[src/rtl/seg_avg_filter.sv]
// Segmented averaging filter: splits each frame of qualified samples into NUM_SEG
// segments of 2^LOG2_LEN samples and publishes all segment averages together.
module seg_avg_filter #(
  parameter int DATA_W   = 12,
  parameter int LOG2_LEN = 3,
  parameter int NUM_SEG  = 2,
  parameter int SIGNED   = 0,
  parameter int ROUND    = 0
) (
  input  logic                      clk,
  input  logic                      reset_n,
  input  logic                      sync_clr,
  input  logic                      in_valid,
  input  logic [DATA_W-1:0]         in,
  output logic                      out_ready,
  output logic [NUM_SEG*DATA_W-1:0] out_bus
);

  localparam int ACC_W = DATA_W + LOG2_LEN + 1;
  localparam int CNT_W = LOG2_LEN;
  localparam int SEG_W = (NUM_SEG > 1) ? $clog2(NUM_SEG) : 1;
  localparam logic [CNT_W-1:0] LAST_CNT = CNT_W'((1 << LOG2_LEN) - 1);
  localparam logic [SEG_W-1:0] LAST_SEG = SEG_W'(NUM_SEG - 1);
  localparam logic [ACC_W-1:0] RND_C    = (ROUND != 0) ? (ACC_W'(1) << (LOG2_LEN - 1)) : {ACC_W{1'b0}};

  logic [CNT_W-1:0]          cnt_r;
  logic [SEG_W-1:0]          seg_cnt_r;
  logic [ACC_W-1:0]          acc_r;
  logic [NUM_SEG*DATA_W-1:0] stage_r;
  logic [ACC_W-1:0]          ext_s;
  logic [ACC_W-1:0]          sum_s;
  logic [DATA_W-1:0]         avg_s;
  logic [NUM_SEG*DATA_W-1:0] stage_next_s;
  logic [NUM_SEG*DATA_W-1:0] bus_next_s;

  // Rounded, shifted segment mean; arithmetic shift keeps negative sums floored.
  function automatic logic [DATA_W-1:0] avg_f(input logic [ACC_W-1:0] sum);
    logic [ACC_W-1:0] t;
    logic [ACC_W-1:0] sh;
    t = sum + RND_C;
    if (SIGNED != 0) begin
      sh = ACC_W'($signed(t) >>> LOG2_LEN);
    end else begin
      sh = t >> LOG2_LEN;
    end
    avg_f = DATA_W'(sh);
  endfunction

  assign ext_s = {{(LOG2_LEN + 1){(SIGNED != 0) & in[DATA_W-1]}}, in};
  assign sum_s = acc_r + ext_s;
  assign avg_s = avg_f(sum_s);

  // Staging update for the current slot and the bus image with the fresh last slot.
  always_comb begin
    stage_next_s = stage_r;
    for (int k = 0; k < NUM_SEG; k++) begin
      if (seg_cnt_r == SEG_W'(k)) begin
        stage_next_s[k*DATA_W +: DATA_W] = avg_s;
      end else begin
        stage_next_s[k*DATA_W +: DATA_W] = stage_r[k*DATA_W +: DATA_W];
      end
    end
    bus_next_s = stage_r;
    bus_next_s[(NUM_SEG-1)*DATA_W +: DATA_W] = avg_s;
  end

  // Sample/segment counting, accumulation, staging and frame publication.
  always_ff @(posedge clk or negedge reset_n) begin
    if (!reset_n) begin
      cnt_r     <= {CNT_W{1'b0}};
      seg_cnt_r <= {SEG_W{1'b0}};
      acc_r     <= {ACC_W{1'b0}};
      stage_r   <= {(NUM_SEG*DATA_W){1'b0}};
      out_bus   <= {(NUM_SEG*DATA_W){1'b0}};
      out_ready <= 1'b0;
    end else if (sync_clr) begin
      cnt_r     <= {CNT_W{1'b0}};
      seg_cnt_r <= {SEG_W{1'b0}};
      acc_r     <= {ACC_W{1'b0}};
      out_ready <= 1'b0;
    end else begin
      out_ready <= 1'b0;
      if (in_valid) begin
        if (cnt_r == LAST_CNT) begin
          acc_r   <= {ACC_W{1'b0}};
          cnt_r   <= {CNT_W{1'b0}};
          stage_r <= stage_next_s;
          if (seg_cnt_r == LAST_SEG) begin
            seg_cnt_r <= {SEG_W{1'b0}};
            out_bus   <= bus_next_s;
            out_ready <= 1'b1;
          end else begin
            seg_cnt_r <= seg_cnt_r + SEG_W'(1);
          end
        end else begin
          acc_r <= sum_s;
          cnt_r <= cnt_r + CNT_W'(1);
        end
      end
    end
  end

endmodule

[config.mk]
export PLATFORM = sky130hd
export DESIGN_NAME = seg_avg_filter
export DESIGN_NICKNAME = d
export VERILOG_FILES = /design/src/rtl/seg_avg_filter.sv
export SDC_FILE = /design/constraint.sdc
export NUM_CORES = 1
export LEC_CHECK = 0
export CORE_ASPECT_RATIO = 1.4
export CORE_MARGIN = 5
export CORE_UTILIZATION = 54
export DETAILED_ROUTE_END_ITERATION = 8
export PLACE_DENSITY_LB_ADDON = 0.25
export SYNTH_ARGS = -nofsm -noshare
export SYNTH_HDL_FRONTEND = slang
export SYNTH_SLANG_ARGS = --single-unit
[constraint.sdc]
create_clock -name clk -period 2.9 [get_ports clk]
set_input_delay 0.435 -clock clk [delete_from_list [all_inputs] [get_ports clk]]
set_output_delay 0.435 -clock clk [all_outputs]
set_load 0.01 [all_outputs]
==> results of run 1 <==
## power by group through the flow
| stage | logic (W) | registers, W | clock network (W) |
|---|---|---|---|
| floorplan | 0.000253 | 0.000836 | 0 |
| global placement | 0.000349 | 0.000839 | 0 |
| detailed placement | 0.000354 | 0.000841 | 0 |
| CTS | 0.000357 | 0.000825 | 0.000607 |
| global route | 0.000392 | 0.000829 | 0.000637 |
| finish | 0.000353 | 0.000825 | 0.000595 |
## sequential cells by signal, summed over array words and instances, names as in the netlist
| name | count |
|---|---|
| acc_r | 15 |
| cnt_r | 3 |
| out_bus | 24 |
| out_ready | 1 |
| seg_cnt_r | 1 |
| stage_r | 12 |
## through the flow
step	setup TNS, ns	cells	util [%]	cell area (um^2)
floorplan	0	293	-	2790
global placement	0	394	64.1	3280
detailed placement	-0.00886	394	64.1	3280
CTS	0	401	66.6	3410
global route	0	401	66.6	3410
finish	0	401	66.6	3410
## synth_stat cells (all sizes together), types with 3 or more instances
cell type	instances
a21o	5
a21oi	13
clkbuf	13
dfrtp	56
ha	14
inv	7
mux2i	5
nand2	81
nand2b	5
nor2	14
o21ai	36
o31ai	4
or3	3
xnor2	5
xor2	5
## path summary, 6_finish.rpt
| kind | slack (ns) | start | endpoint | cells after the start |
|---|---|---|---|---|
| setup / recovery | 0.34 | in[0] | acc_r[12] | 11 |
| hold / removal | 0.18 | reset_n | acc_r[3] | 1 |
| setup reg to reg | 0.55 | acc_r[0] | acc_r[12] | 10 |
| hold reg to reg | 0.48 | stage_r[10] | out_bus[10] | 2 |
| max in group asynchronous | 2.05 | reset_n | stage_r[9] | 2 |
| min in group clk | 0.48 | stage_r[10] | out_bus[10] | 2 |
## layout make-up
type / instances / area share, %
Clock buffer: 5 / 2.02
Clock inverter: 2 / 1.76
Inverter: 7 / 0.770
Multi-Input combinational cell: 217 / 38.6
Sequential cell: 56 / 41.1
Tap cell: 66 / 2.42
Timing Repair Buffer: 48 / 13.3
## per-layer routing
metal | track usage [%] | vias up | part of all wire (%)
met1 | 20.8 | 996 | 44
met2 | 33.0 | 32 | 52
met5 | 0 | - | 0
met4 | 6.11 | 0 | 1.3
li1 | - | 1078 | -
met3 | 2.74 | 8 | 3.5
## cells by family after synthesis
logic type               after synthesis
AND/OR/NAND/NOR                      113
multiplexers                           6
AO/OA/AOI/OAI                         73
XOR/XNOR                              10
adder cells (fa/ha/maj)               15
flip-flops                            56
buffers and inverters                 20
==> impl_metrics.env, run 1 <==
export IMPL_run_status="complete, no violations"
export IMPL_groute_usage_overall_pct=17.8
export IMPL_p_switching_w=0.000479
export IMPL_period_share_pct=88.4
export IMPL_gp_routability_congestion=0.859
export IMPL_crit_path_max_incr_delay_ns=0.46
export IMPL_cap_violations=0
export IMPL_initialDrtViolationCount=94
export IMPL_total_wirelength_um=5590
export IMPL_slew_headroom_pct=49.1
export IMPL_crit_path_top_delay_cell="sky130_fd_sc_hd__clkdlybuf4s50_1"
export IMPL_fin_crit_ns=2.56
export IMPL_synth_main_ff_cell="sky130_fd_sc_hd__dfrtp_1"
export IMPL_grt_antenna_before_repair=0
export IMPL_timing_critical_path_to_type="flip-flop"
export IMPL_cp_arrival_ns=2.80
export IMPL_grt_overflow_total=0
export IMPL_vias_in_the_first_global_route=2103
export IMPL_num_rows=31
export IMPL_antenna_diode_count=0
export IMPL_register_area_um2=1400
export IMPL_fin_worst_hold_slack_ns=0.175
export IMPL_die_area_um2=6730
export IMPL_cpLargestDelayFamily="buffers and inverters"
export IMPL_ctsRootBufferMaster="sky130_fd_sc_hd__clkbuf_8"
export IMPL_initial_util_pct=54.6
export IMPL_design_power_total_w=0.00177
export IMPL_number_of_buffers_added_on_ports=40
export IMPL_post_synth_mux_area_share_pct=2.33
export IMPL_die_height_um=95.1
export IMPL_synth_area_in_compound_gates_pct=17.1
export IMPL_crit_path_cell_trace="clkdlybuf4s50_1 -> ha_1 -> inv_1 -> fa_1 -> nand2b_1 -> a21oi_1 -> o2111ai_1 -> buf_4 -> a21o_1 -> or3_1 -> o21ai_0"
export IMPL_multi_input_area_um2=1320
export IMPL_dp_worst_setup_slack_ns=-0.00886
export IMPL_async_flop_share_pct=100
export IMPL_timing_critical_path_fanout_max=3
export IMPL_route_detailed_vias_per_inst=5.27
export IMPL_cts_buffers_inserted=5
export IMPL_mostFrequentLayoutCells="sky130_fd_sc_hd__nand2_1 (81), sky130_fd_sc_hd__dfrtp_1 (56), sky130_fd_sc_hd__clkdlybuf4s50_1 (39)"
export IMPL_hold_viol=0
export IMPL_synth_yosys_seq_area_share_pct=50.2
export IMPL_cts_post_setup_buffers_inserted=0
export IMPL_power_ir_vdd_worst_uv=255
export IMPL_timing_max_transition_violations_final=0
export IMPL_post_synth_and_or_nand_nor_area_fraction_pct=17.6
export IMPL_syn_nets=324
export IMPL_finalNetCount=366
export IMPL_clock_path_buffers=2
export IMPL_post_cts_resize_count=0
export IMPL_drive_gt1_share_pct=7.16
export IMPL_timing_critical_path_required_ns=3.14
export IMPL_cts_tree="built"
export IMPL_syn_area_um2=2790
export IMPL_cts_hold_buffers=0
export IMPL_fill_cells=444
export IMPL_wl_per_cell_um=13.9
export IMPL_fmaxAchievable_ghz=0.390
export IMPL_synth_edf_count=0
export IMPL_core_area_um2=5120
export IMPL_commonest_non_fill_non_tap_cell_in_the_layout="sky130_fd_sc_hd__nand2_1"
export IMPL_p_sw_share_pct=27.0
export IMPL_unrepaired_setup_endpoints_after_global_routing="false"
export IMPL_cell_internal_pwr_w=0.00129
export IMPL_cp_num_buf_inv=3
export IMPL_synth_largest_area_cell="sky130_fd_sc_hd__dfrtp_1"
export IMPL_synth_largest_type_area_fraction_pct=50.2
export IMPL_path_clk_slew_ns=0.10
export IMPL_avgSynthCellArea_um2=9.54
export IMPL_grt_start_max_net_pins=35
export IMPL_synthToLayoutAreaGrowth_pct=22.1
export IMPL_cts_sink_count=56
export IMPL_fin_ws_ns=0.338
export IMPL_clock_latency_ns=0.31
export IMPL_routed_via_count=2114
export IMPL_timing_clock_skew_ns=0.00655
export IMPL_cts_htree_levels=2
export IMPL_synth_top_family_by_area="simple AND/OR/NAND/NOR gates"
export IMPL_detail_route_drc_violations=0
export IMPL_p_leak_nw=1.63
export IMPL_number_of_top_level_design_ports=41
export IMPL_synth_xor_area_share_pct=3.13
export IMPL_synth_seq_cells=56
export IMPL_ys_warn_count=0
export IMPL_die_w_um=70.8
export IMPL_power_density_cell_area_nw_per_um2=520
export IMPL_synth_cell_types=38
export IMPL_pwr_share_seq_pct=46.5
export IMPL_hpwl_detailed_um=4200
export IMPL_grt_first_pass_wirelength_um=9520
export IMPL_post_route_ant_nets=0
export IMPL_netlist_top_cells_area="sky130_fd_sc_hd__dfrtp_1 (50%), sky130_fd_sc_hd__nand2_1 (11%), sky130_fd_sc_hd__ha_1 (6.3%), sky130_fd_sc_hd__o21ai_0 (6.1%), sky130_fd_sc_hd__a21oi_1 (2.3%)"
export IMPL_report_final_setup_viol=0
export IMPL_drt_pass1_iterations=4
export IMPL_worst_slew_pin_slew_ns=0.764
export IMPL_hp_class="in2async"
export IMPL_adder_and_majority_cell_fraction_of_the_synthesized_area_pct=6.99
export IMPL_timing_worst_setup_path_type="in2reg"
export IMPL_setup_worst_path_start_class="input port"
export IMPL_p_clk_share_pct=33.6
export IMPL_syn_inst_count=293
export IMPL_power_combinational_fraction_pct=19.9
No activity file was read; power rests on OpenSTA's default activity.
==> run 2, diff against run 1 <==
REMOVE_ABC_BUFFERS = 1   (was unset)
==> impl_metrics.env, run 2 (synthesis gave the netlist of run 1 again) <==
export IMPL_tns_ns=0
export IMPL_timing_max_transition_violations_final=0
export IMPL_die_height_um=95.1
export IMPL_registers_with_the_most_flip_flops="out_bus: 24 flops, acc_r: 15 flops, stage_r: 12 flops"
export IMPL_critPathLaunch="in[0]"
export IMPL_cap_violations=0
export IMPL_grt_overflow_total=0
export IMPL_vias_in_the_first_global_route=2123
export IMPL_mostFrequentLayoutCells="sky130_fd_sc_hd__nand2_1 (81), sky130_fd_sc_hd__dfrtp_1 (56), sky130_fd_sc_hd__clkdlybuf4s50_1 (39)"
export IMPL_hold_viol=0
export IMPL_critical_path_reg2reg_endpoint="stage_r[11]"
export IMPL_run_status="complete, no violations"
export IMPL_setup_worst_path_start_class="input port"
export IMPL_hp_class="in2async"
export IMPL_grt_antenna_before_repair=0
export IMPL_max_flop_register="out_bus"
export IMPL_route_detailed_vias_per_inst=5.29
export IMPL_cts_post_setup_buffers_inserted=0
export IMPL_timing_worst_setup_path_type="in2reg"
export IMPL_ctsRootBufferMaster="sky130_fd_sc_hd__clkbuf_8"
export IMPL_gp_routability_congestion=0.875
export IMPL_initial_util_pct=54.6
export IMPL_number_of_top_level_design_ports=41
export IMPL_drive_gt1_share_pct=6.31
export IMPL_routed_via_count=2111
export IMPL_timing_critical_path_fanout_max=3
export IMPL_power_density_cell_area_nw_per_um2=499
export IMPL_unrepaired_setup_endpoints_after_global_routing="false"
export IMPL_timing_critical_path_to_type="flip-flop"
export IMPL_cts_htree_levels=2
export IMPL_clock_latency_ns=0.31
export IMPL_critical_path_reg2reg_startpoint="acc_r[0]"
export IMPL_detail_route_drc_violations=0
export IMPL_cts_tree="built"
export IMPL_synthToLayoutAreaGrowth_pct=20.6
export IMPL_clock_path_buffers=2
export IMPL_crit_path_end="stage_r[11]"
export IMPL_register_area_um2=1400
export IMPL_post_route_ant_nets=0
export IMPL_drt_pass1_iterations=4
export IMPL_number_of_buffers_added_on_ports=40
export IMPL_report_final_setup_viol=0
export IMPL_grt_start_max_net_pins=31
export IMPL_cts_hold_buffers=0
export IMPL_wl_per_cell_um=14.0
export IMPL_path_clk_slew_ns=0.10
export IMPL_multi_input_area_um2=1320
export IMPL_largest_register_ff_count=24
export IMPL_total_wirelength_um=5570
export IMPL_period_share_pct=88.1
export IMPL_finalNetCount=363
export IMPL_hpwl_detailed_um=4140
export IMPL_grt_first_pass_wirelength_um=9780
export IMPL_timing_clock_skew_ns=0.00656
export IMPL_fill_cells=459
export IMPL_core_area_um2=5120
export IMPL_groute_usage_overall_pct=18.3
export IMPL_die_w_um=70.8
export IMPL_num_rows=31
export IMPL_slew_headroom_pct=29.3
export IMPL_power_ir_vdd_worst_uv=290
export IMPL_fmaxAchievable_ghz=0.391
export IMPL_rrSetupSlack_ns=0.56
export IMPL_cp_arrival_ns=2.73
export IMPL_initialDrtViolationCount=146
export IMPL_fin_worst_hold_slack_ns=0.0333
export IMPL_cts_sink_count=56
export IMPL_cts_buffers_inserted=5
export IMPL_worst_slew_pin_slew_ns=1.06
export IMPL_final_core_occ_pct=65.8
export IMPL_commonest_non_fill_non_tap_cell_in_the_layout="sky130_fd_sc_hd__nand2_1"
export IMPL_post_cts_resize_count=0
export IMPL_antenna_diode_count=0
export IMPL_timing_critical_path_required_ns=3.07
export IMPL_worst_r2r_path_depth=9
export IMPL_fin_crit_ns=2.56
export IMPL_die_area_um2=6730
export IMPL_p_leak_nw=1.61
==> run 2: changes by cell type in the layout (fill, tap and decap cells not counted), sizes merged <==
| cell | delta |
|---|---|
| bufinv | -1 |
| buf | -3 |
| clkinv | +1 |
| clkbuf | +1 |
==> run 2: worst min-delay path by stage <==
stage	endpoint	cells past startpoint	startpoint	slack [ns]
6_report	out_bus[15]	1	reset_n	0.03
3_5_place_dp	out_bus[12]	1	reset_n	0.38
4_1_cts	out_bus[15]	1	reset_n	0.04
5_1_grt	out_bus[15]	1	reset_n	0.06
2_1_floorplan	acc_r[0]	0	reset_n	0.14
3_3_place_gp	out_bus[13]	1	reset_n	0.37
==> run 2: final cells by class <==
cell class	instances	area share (%)
clock buffers	6	2.15
clock inverters	2	1.04
inverters	7	0.780
multi-input cells	217	39.1
flip-flops and latches	56	41.6
well taps	66	2.45
repair buffers	45	12.9
==> run 2: power by group <==
part	leakage [nW]	switching (W)	internal, W
combinational	0.779	0.000207	0.000146
clock	0.0552	0.000244	0.000257
sequential	0.773	0.0000175	0.000808
total	1.61	0.000469	0.00121
==> run 2: per-stage QoR <==
stage / area (um^2) / worst slack, ns / total power, W / instances
floorplan: 2750 / 0.648 / 0.00109 / 280
global placement: 3260 / 0.0821 / 0.00118 / 391
detailed placement: 3260 / 0.0173 / 0.00119 / 391
CTS: 3370 / 0.334 / 0.00169 / 399
global route: 3370 / 0.150 / 0.00176 / 399
finish: 3370 / 0.345 / 0.00168 / 399
==> run 2: metal layers <==
layer | track usage [%] | part of all wire [%] | routed length (um) | vias up
met5 | 0 | 0 | 0 | -
met4 | 7.05 | 1.5 | 81 | 0
met3 | 3.38 | 3.4 | 192 | 6
met2 | 31.5 | 51 | 2840 | 35
met1 | 22.7 | 44 | 2450 | 996
li1 | - | - | - | 1074
==> run 2: worst max-delay path, stage by stage <==
cell                              delay [ns]
sky130_fd_sc_hd__clkdlybuf4s50_1        0.46
sky130_fd_sc_hd__ha_1                   0.16
sky130_fd_sc_hd__inv_1                  0.05
sky130_fd_sc_hd__fa_1                   0.38
sky130_fd_sc_hd__nand2b_1               0.18
sky130_fd_sc_hd__a21oi_1                0.19
sky130_fd_sc_hd__o2111ai_1              0.20
sky130_fd_sc_hd__a211oi_1               0.38
sky130_fd_sc_hd__xnor2_1                0.19
sky130_fd_sc_hd__o21ai_1                0.09
==> run 3, diff against run 2 <==
ABC_CLOCK_PERIOD_IN_PS = 2900   (was unset)
CORE_UTILIZATION = 31   (was 54)
==> impl_metrics.env, run 3 (synthesis gave the netlist of run 1 again) <==
export IMPL_run_status="complete, no violations"
export IMPL_grt_antenna_before_repair=0
export IMPL_groute_usage_overall_pct=11.3
export IMPL_grt_start_max_net_pins=29
export IMPL_p_clk_share_pct=32.8
export IMPL_path_clk_slew_ns=0.06
export IMPL_fmaxAchievable_ghz=0.389
export IMPL_clock_path_buffers=2
export IMPL_clock_latency_ns=0.29
export IMPL_die_area_um2=11000
export IMPL_cap_violations=0
export IMPL_commonest_non_fill_non_tap_cell_in_the_layout="sky130_fd_sc_hd__nand2_1"
export IMPL_cts_buffers_inserted=5
export IMPL_worst_slew_pin_slew_ns=1.12
export IMPL_finalNetCount=366
export IMPL_initialDrtViolationCount=75
export IMPL_die_height_um=122
export IMPL_largest_register_ff_count=24
export IMPL_timing_critical_path_fanout_max=3
export IMPL_cts_htree_levels=2
export IMPL_num_rows=41
export IMPL_crit_path_top_delay_cell="sky130_fd_sc_hd__clkdlybuf4s50_1"
export IMPL_max_flop_register="out_bus"
export IMPL_gp_routability_congestion=0.825
export IMPL_design_power_total_w=0.00175
export IMPL_p_leak_nw=1.63
export IMPL_number_of_top_level_design_ports=41
export IMPL_post_cts_resize_count=0
export IMPL_unrepaired_setup_endpoints_after_global_routing="false"
export IMPL_period_share_pct=88.7
export IMPL_power_density_cell_area_nw_per_um2=506
export IMPL_routed_via_count=2145
export IMPL_power_ir_vdd_worst_uv=209
export IMPL_cts_sink_count=56
export IMPL_fill_cells=945
export IMPL_report_final_setup_viol=0
export IMPL_grt_overflow_total=0
export IMPL_cts_post_setup_buffers_inserted=0
export IMPL_final_core_occ_pct=38.9
export IMPL_tns_ns=0
export IMPL_antenna_diode_count=0
export IMPL_cts_tree="built"
export IMPL_drive_gt1_share_pct=6.87
export IMPL_grt_first_pass_wirelength_um=10200
export IMPL_detail_route_drc_violations=0
export IMPL_crit_path_max_incr_delay_ns=0.46
export IMPL_final_cell_count_no_fill=442
export IMPL_registers_with_the_most_flip_flops="out_bus: 24 flops, acc_r: 15 flops, stage_r: 12 flops"
export IMPL_ctsRootBufferMaster="sky130_fd_sc_hd__clkbuf_16"
export IMPL_die_w_um=90.2
export IMPL_drt_pass1_iterations=4
export IMPL_synthToLayoutAreaGrowth_pct=24.1
export IMPL_initial_util_pct=31.3
export IMPL_hpwl_detailed_um=4560
export IMPL_power_combinational_fraction_pct=20.1
export IMPL_hp_class="in2async"
export IMPL_timing_clock_skew_ns=0.00421
export IMPL_fin_crit_ns=2.57
export IMPL_crit_path_cell_trace="clkdlybuf4s50_1 -> ha_1 -> inv_1 -> fa_1 -> nand2b_1 -> a21oi_1 -> o2111ai_1 -> a211oi_1 -> buf_4 -> xnor2_1 -> o21ai_0"
export IMPL_p_sw_share_pct=27.6
export IMPL_timing_max_transition_violations_final=0
export IMPL_cp_arrival_ns=2.74
export IMPL_cts_hold_buffers=0
export IMPL_post_route_ant_nets=0
export IMPL_place_inst=435
export IMPL_hold_viol=0
export IMPL_vias_in_the_first_global_route=2162
export IMPL_pwr_share_seq_pct=47.1
export IMPL_core_area_um2=8930
export IMPL_wl_per_cell_um=13.5
export IMPL_route_detailed_vias_per_inst=4.85
export IMPL_number_of_buffers_added_on_ports=40
export IMPL_mostFrequentLayoutCells="sky130_fd_sc_hd__nand2_1 (81), sky130_fd_sc_hd__dfrtp_1 (56), sky130_fd_sc_hd__clkdlybuf4s50_1 (39)"
export IMPL_total_wirelength_um=5960
export IMPL_cell_internal_pwr_w=0.00127
export IMPL_p_switching_w=0.000484
export IMPL_timing_critical_path_to_type="flip-flop"
export IMPL_slew_headroom_pct=25.1
export IMPL_timing_worst_setup_path_type="in2reg"
export IMPL_setup_worst_path_start_class="input port"
export IMPL_timing_critical_path_required_ns=3.07
==> run 3: worst max-delay path: cells and delay by family <==
kind	cells	cell delay (ns)
adders and majority gates	2	0.55
and+or+nand+nor	1	0.18
AOI/OAI and AO/OA	4	0.79
xor gates and xnor gates	1	0.12
buffers and inverters	3	0.67
==> run 3: metrics by stage <==
| stage | setup WS [ns] | hold WS, ns | cell area (um^2) |
|---|---|---|---|
| after floorplan | 0.648 | 0.139 | 2750 |
| after global placement | 0.0786 | 0.368 | 3330 |
| after detailed placement | 0.0325 | 0.373 | 3330 |
| after CTS | 0.336 | 0.0551 | 3470 |
| after global routing | 0.103 | 0.0676 | 3470 |
| final | 0.327 | 0.0468 | 3470 |
==> run 3: worst paths after layout <==
check                                 from           to  slack, ns  cells after the start
worst max-delay path                 in[0]  out_bus[23]       0.33                     11
worst min-delay path               reset_n   out_bus[1]       0.05                      1
worst max register to register    acc_r[0]  out_bus[23]       0.58                     10
worst min register to register  stage_r[3]   out_bus[3]       0.47                      2
max in group asynchronous          reset_n   out_bus[7]       2.22                      2
min in group clk                stage_r[3]   out_bus[3]       0.47                      2
==> run 3: per-layer routing <==
metal / wire [um] / part of all wire, % / up-vias / GRT usage, %
li1: - / - / 1078 / -
met1: 2600 / 44 / 1029 / 12.9
met2: 3000 / 50 / 29 / 20.1
met3: 234 / 3.9 / 9 / 2.51
met4: 122 / 2.0 / 0 / 5.21
met5: 0 / 0 / - / 0
==> run 3: power groups by stage <==
stage / Combinational, W / Sequential, W / Clock, W
2_1_floorplan: 0.000250 / 0.000836 / 0
3_3_place_gp: 0.000354 / 0.000839 / 0
3_5_place_dp: 0.000357 / 0.000840 / 0
4_1_cts: 0.000360 / 0.000825 / 0.000601
5_1_grt: 0.000401 / 0.000829 / 0.000626
6_report: 0.000352 / 0.000826 / 0.000576
==> run 3: final cells by class <==
class | instances | area [um^2] | share of cell area (%)
timing repair buffer | 48 | 455 | 13.1
multi-input combinational | 217 | 1320 | 38.0
inverter | 7 | 26.3 | 0.758
sequential | 56 | 1400 | 40.4
clock inverter | 1 | 5.00 | 0.144
clock buffer | 6 | 129 | 3.72
tap | 107 | 134 | 3.86
